$ cat src/rtl/a51_pkg.sv
// Shared definitions for the A5/1 image-encryption datapath.
package a51_pkg;

  localparam int PIX_W          = 8;
  localparam int NUM_PIXELS_DEF = 65536;

  // Control FSM encoding shared by the cipher and the key-loader controller
  typedef logic [1:0] state_t;
  localparam state_t ST_IDLE  = 2'd0;
  localparam state_t ST_RUN   = 2'd1;
  localparam state_t ST_DRAIN = 2'd2;
  localparam state_t ST_DONE  = 2'd3;

endpackage

$ cat src/rtl/a51_pixel_cipher_if.sv
// Control, keystream and pixel stream signals of the pixel cipher.
interface a51_pixel_cipher_if
  import a51_pkg::*;
#(
  parameter int DATA_W = PIX_W
) ();

  logic              start;
  logic              ks_bit;
  logic              ks_valid;
  logic              ks_ready;
  logic [DATA_W-1:0] pix_in_data;
  logic              pix_in_valid;
  logic              pix_in_ready;
  logic [DATA_W-1:0] pix_out_data;
  logic              pix_out_valid;
  logic              pix_out_ready;
  logic              busy;
  logic              done;

  // Driver side: keystream source, pixel source and pixel sink
  modport master (
    output start, ks_bit, ks_valid, pix_in_data, pix_in_valid, pix_out_ready,
    input  ks_ready, pix_in_ready, pix_out_data, pix_out_valid, busy, done
  );

  // Cipher side
  modport slave (
    input  start, ks_bit, ks_valid, pix_in_data, pix_in_valid, pix_out_ready,
    output ks_ready, pix_in_ready, pix_out_data, pix_out_valid, busy, done
  );

endinterface

$ cat src/rtl/a51_pixel_cipher_ks_byte_packer.sv
// Packs the serial keystream MSB-first into one buffered byte.
module ks_byte_packer #(
  parameter int DATA_W = 8
) (
  input  logic              clk,
  input  logic              reset,
  input  logic              clr,      // new image: restart byte alignment
  input  logic              en,       // keystream may be consumed (RUN)
  input  logic              ks_bit,
  input  logic              ks_valid,
  input  logic              consume,  // pixel handshake takes the byte
  output logic              ks_ready,
  output logic [DATA_W-1:0] ks_byte,
  output logic              byte_full
);

  localparam int BW = (DATA_W > 1) ? $clog2(DATA_W) : 1;
  localparam logic [BW-1:0] LAST = BW'(DATA_W - 1);

  logic [BW-1:0] bit_cnt;
  logic [BW-1:0] wr_idx;
  logic          ks_hs;

  // A full byte blocks the generator so no bit is ever dropped or reused
  assign ks_ready = en && !byte_full;
  assign ks_hs    = ks_valid && ks_ready;
  assign wr_idx   = LAST - bit_cnt;

  // Shift-in register, bit position and byte-full flag
  always_ff @(posedge clk) begin
    if (reset) begin
      ks_byte   <= '0;
      bit_cnt   <= '0;
      byte_full <= 1'b0;
    end else if (clr) begin
      bit_cnt   <= '0;
      byte_full <= 1'b0;
    end else begin
      if (ks_hs) begin
        ks_byte[wr_idx] <= ks_bit;
        if (bit_cnt == LAST) begin
          bit_cnt   <= '0;
          byte_full <= 1'b1;
        end else begin
          bit_cnt <= bit_cnt + BW'(1);
        end
      end
      if (consume) byte_full <= 1'b0;
    end
  end

endmodule

$ cat src/rtl/a51_pixel_cipher.sv
// XORs each plaintext pixel with one packed keystream byte; counts an image
// of NUM_PIXELS and pulses done once the last encrypted pixel has left.
module a51_pixel_cipher
  import a51_pkg::*;
#(
  parameter int DATA_W     = PIX_W,
  parameter int NUM_PIXELS = NUM_PIXELS_DEF,
  parameter int CNT_W      = $clog2(NUM_PIXELS + 1)
) (
  input  logic               clk,
  input  logic               reset,
  a51_pixel_cipher_if.slave  bus
);

  localparam logic [CNT_W-1:0] CNT_MAX  = CNT_W'(NUM_PIXELS);
  localparam logic [CNT_W-1:0] CNT_LAST = CNT_W'(NUM_PIXELS - 1);

  state_t            state;
  logic [CNT_W-1:0]  pix_cnt;
  logic [DATA_W-1:0] ks_byte;
  logic              byte_full;
  logic              ks_ready;
  logic [DATA_W-1:0] out_data;
  logic              out_valid;
  logic              in_ready;
  logic              in_hs;
  logic              out_hs;
  logic              arm;

  assign arm      = (state == ST_IDLE) && bus.start;
  // Output slot is free when empty or being drained this cycle
  assign in_ready = (state == ST_RUN) && byte_full && (!out_valid || bus.pix_out_ready);
  assign in_hs    = bus.pix_in_valid && in_ready;
  assign out_hs   = out_valid && bus.pix_out_ready;

  assign bus.ks_ready      = ks_ready;
  assign bus.pix_in_ready  = in_ready;
  assign bus.pix_out_data  = out_data;
  assign bus.pix_out_valid = out_valid;
  assign bus.busy          = (state == ST_RUN) || (state == ST_DRAIN);
  assign bus.done          = (state == ST_DONE);

  ks_byte_packer #(.DATA_W(DATA_W)) u_packer (
    .clk       (clk),
    .reset     (reset),
    .clr       (arm),
    .en        (state == ST_RUN),
    .ks_bit    (bus.ks_bit),
    .ks_valid  (bus.ks_valid),
    .consume   (in_hs),
    .ks_ready  (ks_ready),
    .ks_byte   (ks_byte),
    .byte_full (byte_full)
  );

  // Image control: arm, stream, wait for last output, one-cycle done
  always_ff @(posedge clk) begin
    if (reset) begin
      state <= ST_IDLE;
    end else begin
      case (state)
        ST_IDLE:  if (bus.start) state <= ST_RUN;
        ST_RUN:   if (in_hs && (pix_cnt == CNT_LAST)) state <= ST_DRAIN;
        ST_DRAIN: if (!out_valid || out_hs) state <= ST_DONE;
        ST_DONE:  state <= ST_IDLE;
        default:  state <= ST_IDLE;
      endcase
    end
  end

  // Pixels accepted in the current image, saturating at the image size
  always_ff @(posedge clk) begin
    if (reset || arm) pix_cnt <= '0;
    else if (in_hs && (pix_cnt != CNT_MAX)) pix_cnt <= pix_cnt + CNT_W'(1);
  end

  // Output register: reload on input handshake, else empty on output handshake
  always_ff @(posedge clk) begin
    if (reset) begin
      out_data  <= '0;
      out_valid <= 1'b0;
    end else if (in_hs) begin
      out_data  <= bus.pix_in_data ^ ks_byte;
      out_valid <= 1'b1;
    end else if (out_hs) begin
      out_valid <= 1'b0;
    end
  end

endmodule

$ cat src/flat_wrapper.sv
// flat-port wrapper written by rule: the top's interface ports become plain ports
module a51_pixel_cipher_flat import a51_pkg::*;
#(
  parameter int DATA_W     = PIX_W,
  parameter int NUM_PIXELS = NUM_PIXELS_DEF,
  parameter int CNT_W      = $clog2(NUM_PIXELS + 1)
)
  (clk, reset, bus_start, bus_ks_bit, bus_ks_valid, bus_pix_in_data, bus_pix_in_valid, bus_pix_out_ready, bus_ks_ready, bus_pix_in_ready, bus_pix_out_data, bus_pix_out_valid, bus_busy, bus_done);
  a51_pixel_cipher_if #(.DATA_W(DATA_W)) bus_i ();
  input  logic clk;
  input  logic reset;
  input wire logic [$bits(bus_i.start)-1:0] bus_start;
  input wire logic [$bits(bus_i.ks_bit)-1:0] bus_ks_bit;
  input wire logic [$bits(bus_i.ks_valid)-1:0] bus_ks_valid;
  input wire logic [$bits(bus_i.pix_in_data)-1:0] bus_pix_in_data;
  input wire logic [$bits(bus_i.pix_in_valid)-1:0] bus_pix_in_valid;
  input wire logic [$bits(bus_i.pix_out_ready)-1:0] bus_pix_out_ready;
  output wire logic [$bits(bus_i.ks_ready)-1:0] bus_ks_ready;
  output wire logic [$bits(bus_i.pix_in_ready)-1:0] bus_pix_in_ready;
  output wire logic [$bits(bus_i.pix_out_data)-1:0] bus_pix_out_data;
  output wire logic [$bits(bus_i.pix_out_valid)-1:0] bus_pix_out_valid;
  output wire logic [$bits(bus_i.busy)-1:0] bus_busy;
  output wire logic [$bits(bus_i.done)-1:0] bus_done;
  assign bus_i.start = bus_start;
  assign bus_i.ks_bit = bus_ks_bit;
  assign bus_i.ks_valid = bus_ks_valid;
  assign bus_i.pix_in_data = bus_pix_in_data;
  assign bus_i.pix_in_valid = bus_pix_in_valid;
  assign bus_i.pix_out_ready = bus_pix_out_ready;
  assign bus_ks_ready = bus_i.ks_ready;
  assign bus_pix_in_ready = bus_i.pix_in_ready;
  assign bus_pix_out_data = bus_i.pix_out_data;
  assign bus_pix_out_valid = bus_i.pix_out_valid;
  assign bus_busy = bus_i.busy;
  assign bus_done = bus_i.done;
  a51_pixel_cipher #(.DATA_W(DATA_W), .NUM_PIXELS(NUM_PIXELS), .CNT_W(CNT_W)) u_core (.clk(clk), .reset(reset), .bus(bus_i));
endmodule
$ cat config.mk
export PLATFORM = sky130hd
export DESIGN_NAME = a51_pixel_cipher_flat
export DESIGN_NICKNAME = d
export VERILOG_FILES = /design/src/rtl/a51_pkg.sv /design/src/rtl/a51_pixel_cipher_if.sv /design/src/rtl/a51_pixel_cipher_ks_byte_packer.sv /design/src/rtl/a51_pixel_cipher.sv /design/src/flat_wrapper.sv
export SDC_FILE = /design/constraint.sdc
export NUM_CORES = 1
export LEC_CHECK = 0
export ABC_AREA = 1
export CAP_MARGIN = 20
export CORE_AREA = 2 2 89 91
export CTS_BUF_LIST = sky130_fd_sc_hd__clkbuf_4 sky130_fd_sc_hd__clkbuf_8
export DETAILED_ROUTE_END_ITERATION = 16
export DIE_AREA = 0 0 91 93
export HOLD_SLACK_MARGIN = 0.02
export PLACE_DENSITY = 0.46
export SYNTH_ARGS = -nofsm -noshare
export SYNTH_HDL_FRONTEND = slang
export SYNTH_SLANG_ARGS = --single-unit
$ cat constraint.sdc
create_clock -name clk -period 3.31 [get_ports clk]
set_input_delay 0.662 -clock clk [delete_from_list [all_inputs] [get_ports clk]]
set_output_delay 0.662 -clock clk [all_outputs]
set_load 0.02 [all_outputs]
==> metrics.txt <==
status complete, no violations; Leakage 1.00 nW; worst-case clock buffer depth 2; Power Total 1.23 mW; Area Growth Syn to Fin 20.9%; clk sink count 40; first-pass GRT wire length 8.61 mm; post-DR wirelength/cell 11.0 um; Final Max Slew Viols 0; CTS buffer count 5; Post-Route WL 4.87 mm; Starting Density 0.293; row count 32; TNS Setup 0 ns; root buf cell clkbuf_8; # resized after CTS 0; startpoint types input pin; PortBufs 27; hpwl dp 3.54 mm; commonest cells after routing, fill and taps aside nand2_1, nor2_1, dfxtp_1; Synth warnings 0; placed cell count 436; Most common cell on crit path clkdlybuf4s50_1; ANT cells 0; final setup fails 0; fin nets 366; Layout Cells excl Fill 444; Die W 91 um; GP Congestion 0.772; Die H 93 um; CTS H-Tree Depth 2; worst ir drop on vdd 0.178 mV; CP Max Fanout 3; vias in the first global route 1959; initial antenna violation count 0; f_max 386 MHz; CP Cell Sequence clkdlybuf4s50_1, nor2_1, nor2_2, clkdlybuf4s50_1; Netlist cell types 27; Vias 1952; initial DRC count 56; Rel. slew slack 0.669; Hold Slack 0.509 ns; # IOs 28; CTS tree done; GRT Util Overall 0.125; Worst-path clk slew 0.09 ns; vias per inst 4.40; Die ar. 8460 um2; most common cell after layout, fill and taps aside nand2_1; Post-Syn Instances 314; Setup crit end kind output port; max cap viols 0; # DRC 0; CP Data Arrival Time 1.93 ns; Hold Crit Class flop to flop; synthesized area per cell 7.02 um2; Synth Cell Area 2200 um2; P per Cell Area 463 nW/um2; CP max-delay cell clkdlybuf4s50_1; area of the core 7530 um2; flops & latches, synth 40; Seq/Total Area, Yosys 0.363; Tcrit/Tclk final 0.782; syn_nets 339; WS Path Type input pin to output port; Final min period 2.59 ns; largest net degree at the start of global routing 28; total gr overflow 0; First-pass DRT Iterations 4; postcts setup bufs 0; Post-CTS Hold Buffers 0; RSZ-0062 raised after global routing no; Largest stage delay, worst path 0.62 ns; skew final 0.0138 ns; Final Util 0.354; Worst EP required 2.65 ns; share of cells above drive strength 1 0.0760; slew of the pin with the lowest slew margin 0.496 ns; Clk Latency, worst-skew pair 0.30 ns; antenna-violating nets left 0; count of final hold-check violations 0
==> flip-flops by register name (all words and copies together) (netlist names) <==
signal	cells
u_core.pix_cnt	17
u_core.state	2
u_core.u_packer.bit_cnt	3
u_core.bus.pix_out_valid	1
u_core.bus.pix_out_data	8
u_core.u_packer.byte_full	1
u_core.u_packer.ks_byte	8
==> worst paths after layout <==
path / slack, ns / end / cells after the start / start
worst max-delay path: 0.72 / bus_pix_in_ready / 4 / bus_pix_out_ready
worst min-delay path: 0.51 / u_core.pix_cnt[3]$_SDFFE_PP0P_ / 2 / u_core.pix_cnt[3]$_SDFFE_PP0P_
worst min register to register: 0.51 / u_core.pix_cnt[3]$_SDFFE_PP0P_ / 2 / u_core.pix_cnt[3]$_SDFFE_PP0P_
worst max register to register: 0.87 / u_core.state[0]$_SDFFE_PP0P_ / 12 / u_core.pix_cnt[1]$_SDFFE_PP0P_
==> through the flow <==
| stage | area (um2) | setup WS [ns] |
|---|---|---|
| 4_1_cts | 2670 | 0.711 |
| 3_3_place_gp | 2550 | 0.717 |
| 5_1_grt | 2670 | 0.561 |
| 6_report | 2670 | 0.722 |
| 3_5_place_dp | 2550 | 0.711 |
| 2_1_floorplan | 2200 | 1.25 |
==> per-layer routing <==
metal  vias to the layer above  global-route usage  wire, um
li1                       1059                   -         -
met1                       860               0.159      2400
met5                         -                   0         0
met3                         7              0.0274       141
met2                        26               0.208      2250
met4                         0              0.0455        66
==> area by class of cell <==
| class | instances | area, um2 |
|---|---|---|
| inverters | 33 | 129 |
| fillers | 856 | 4860 |
| clock buffers | 5 | 68.8 |
| multi-input cells | 233 | 1210 |
| repair buffers | 28 | 278 |
| flip-flops and latches | 40 | 801 |
| clock inverters | 3 | 47.5 |
| well taps | 102 | 128 |
==> power by group <==
part / switching [mW] / internal, mW
registers: 0.0226 / 0.502
clock network: 0.195 / 0.227
logic: 0.171 / 0.116
total: 0.389 / 0.845
==> worst max-delay path: cells and delay by family <==
| kind | cells | cell delay [ns] |
|---|---|---|
| buf+inv | 2 | 1.08 |
| simple gates | 2 | 0.20 |
==> synth_stat cells <==
cell type	count	area [um2]
buf_1	1	3.75
nand3_1	13	65.1
nand2_8	1	20.0
clkbuf_1	1	3.75
nor2_1	54	203
buf_8	1	15.0
nand4_1	8	50.1
o21ai_0	23	115
inv_1	30	113
ha_1	10	125
nor3_1	10	50.1
xnor2_1	10	87.6
nand2_4	1	11.3
inv_2	1	3.75
buf_6	2	22.5
clkinv_1	1	3.75
a21oi_2	4	35.0
buf_2	3	15.0
and2_1	2	12.5
xor2_1	5	43.8
clkinv_4	1	8.76
nand2_2	4	25.0
a21oi_1	21	105
nand2_1	61	229
nor2_2	5	31.3
nor4_1	1	6.26
dfxtp_1	40	801
==> cell families after synthesis <==
logic type                 after synthesis  synth area share
AOI/OAI and AO/OA                       48             0.116
adders and majority gates               10            0.0568
DFF                                     40             0.363
xor gates and xnor gates                15            0.0596
and+or+nand+nor                        160             0.319
buffers and inverters                   41            0.0857
(Power assumes the default switching activity.)
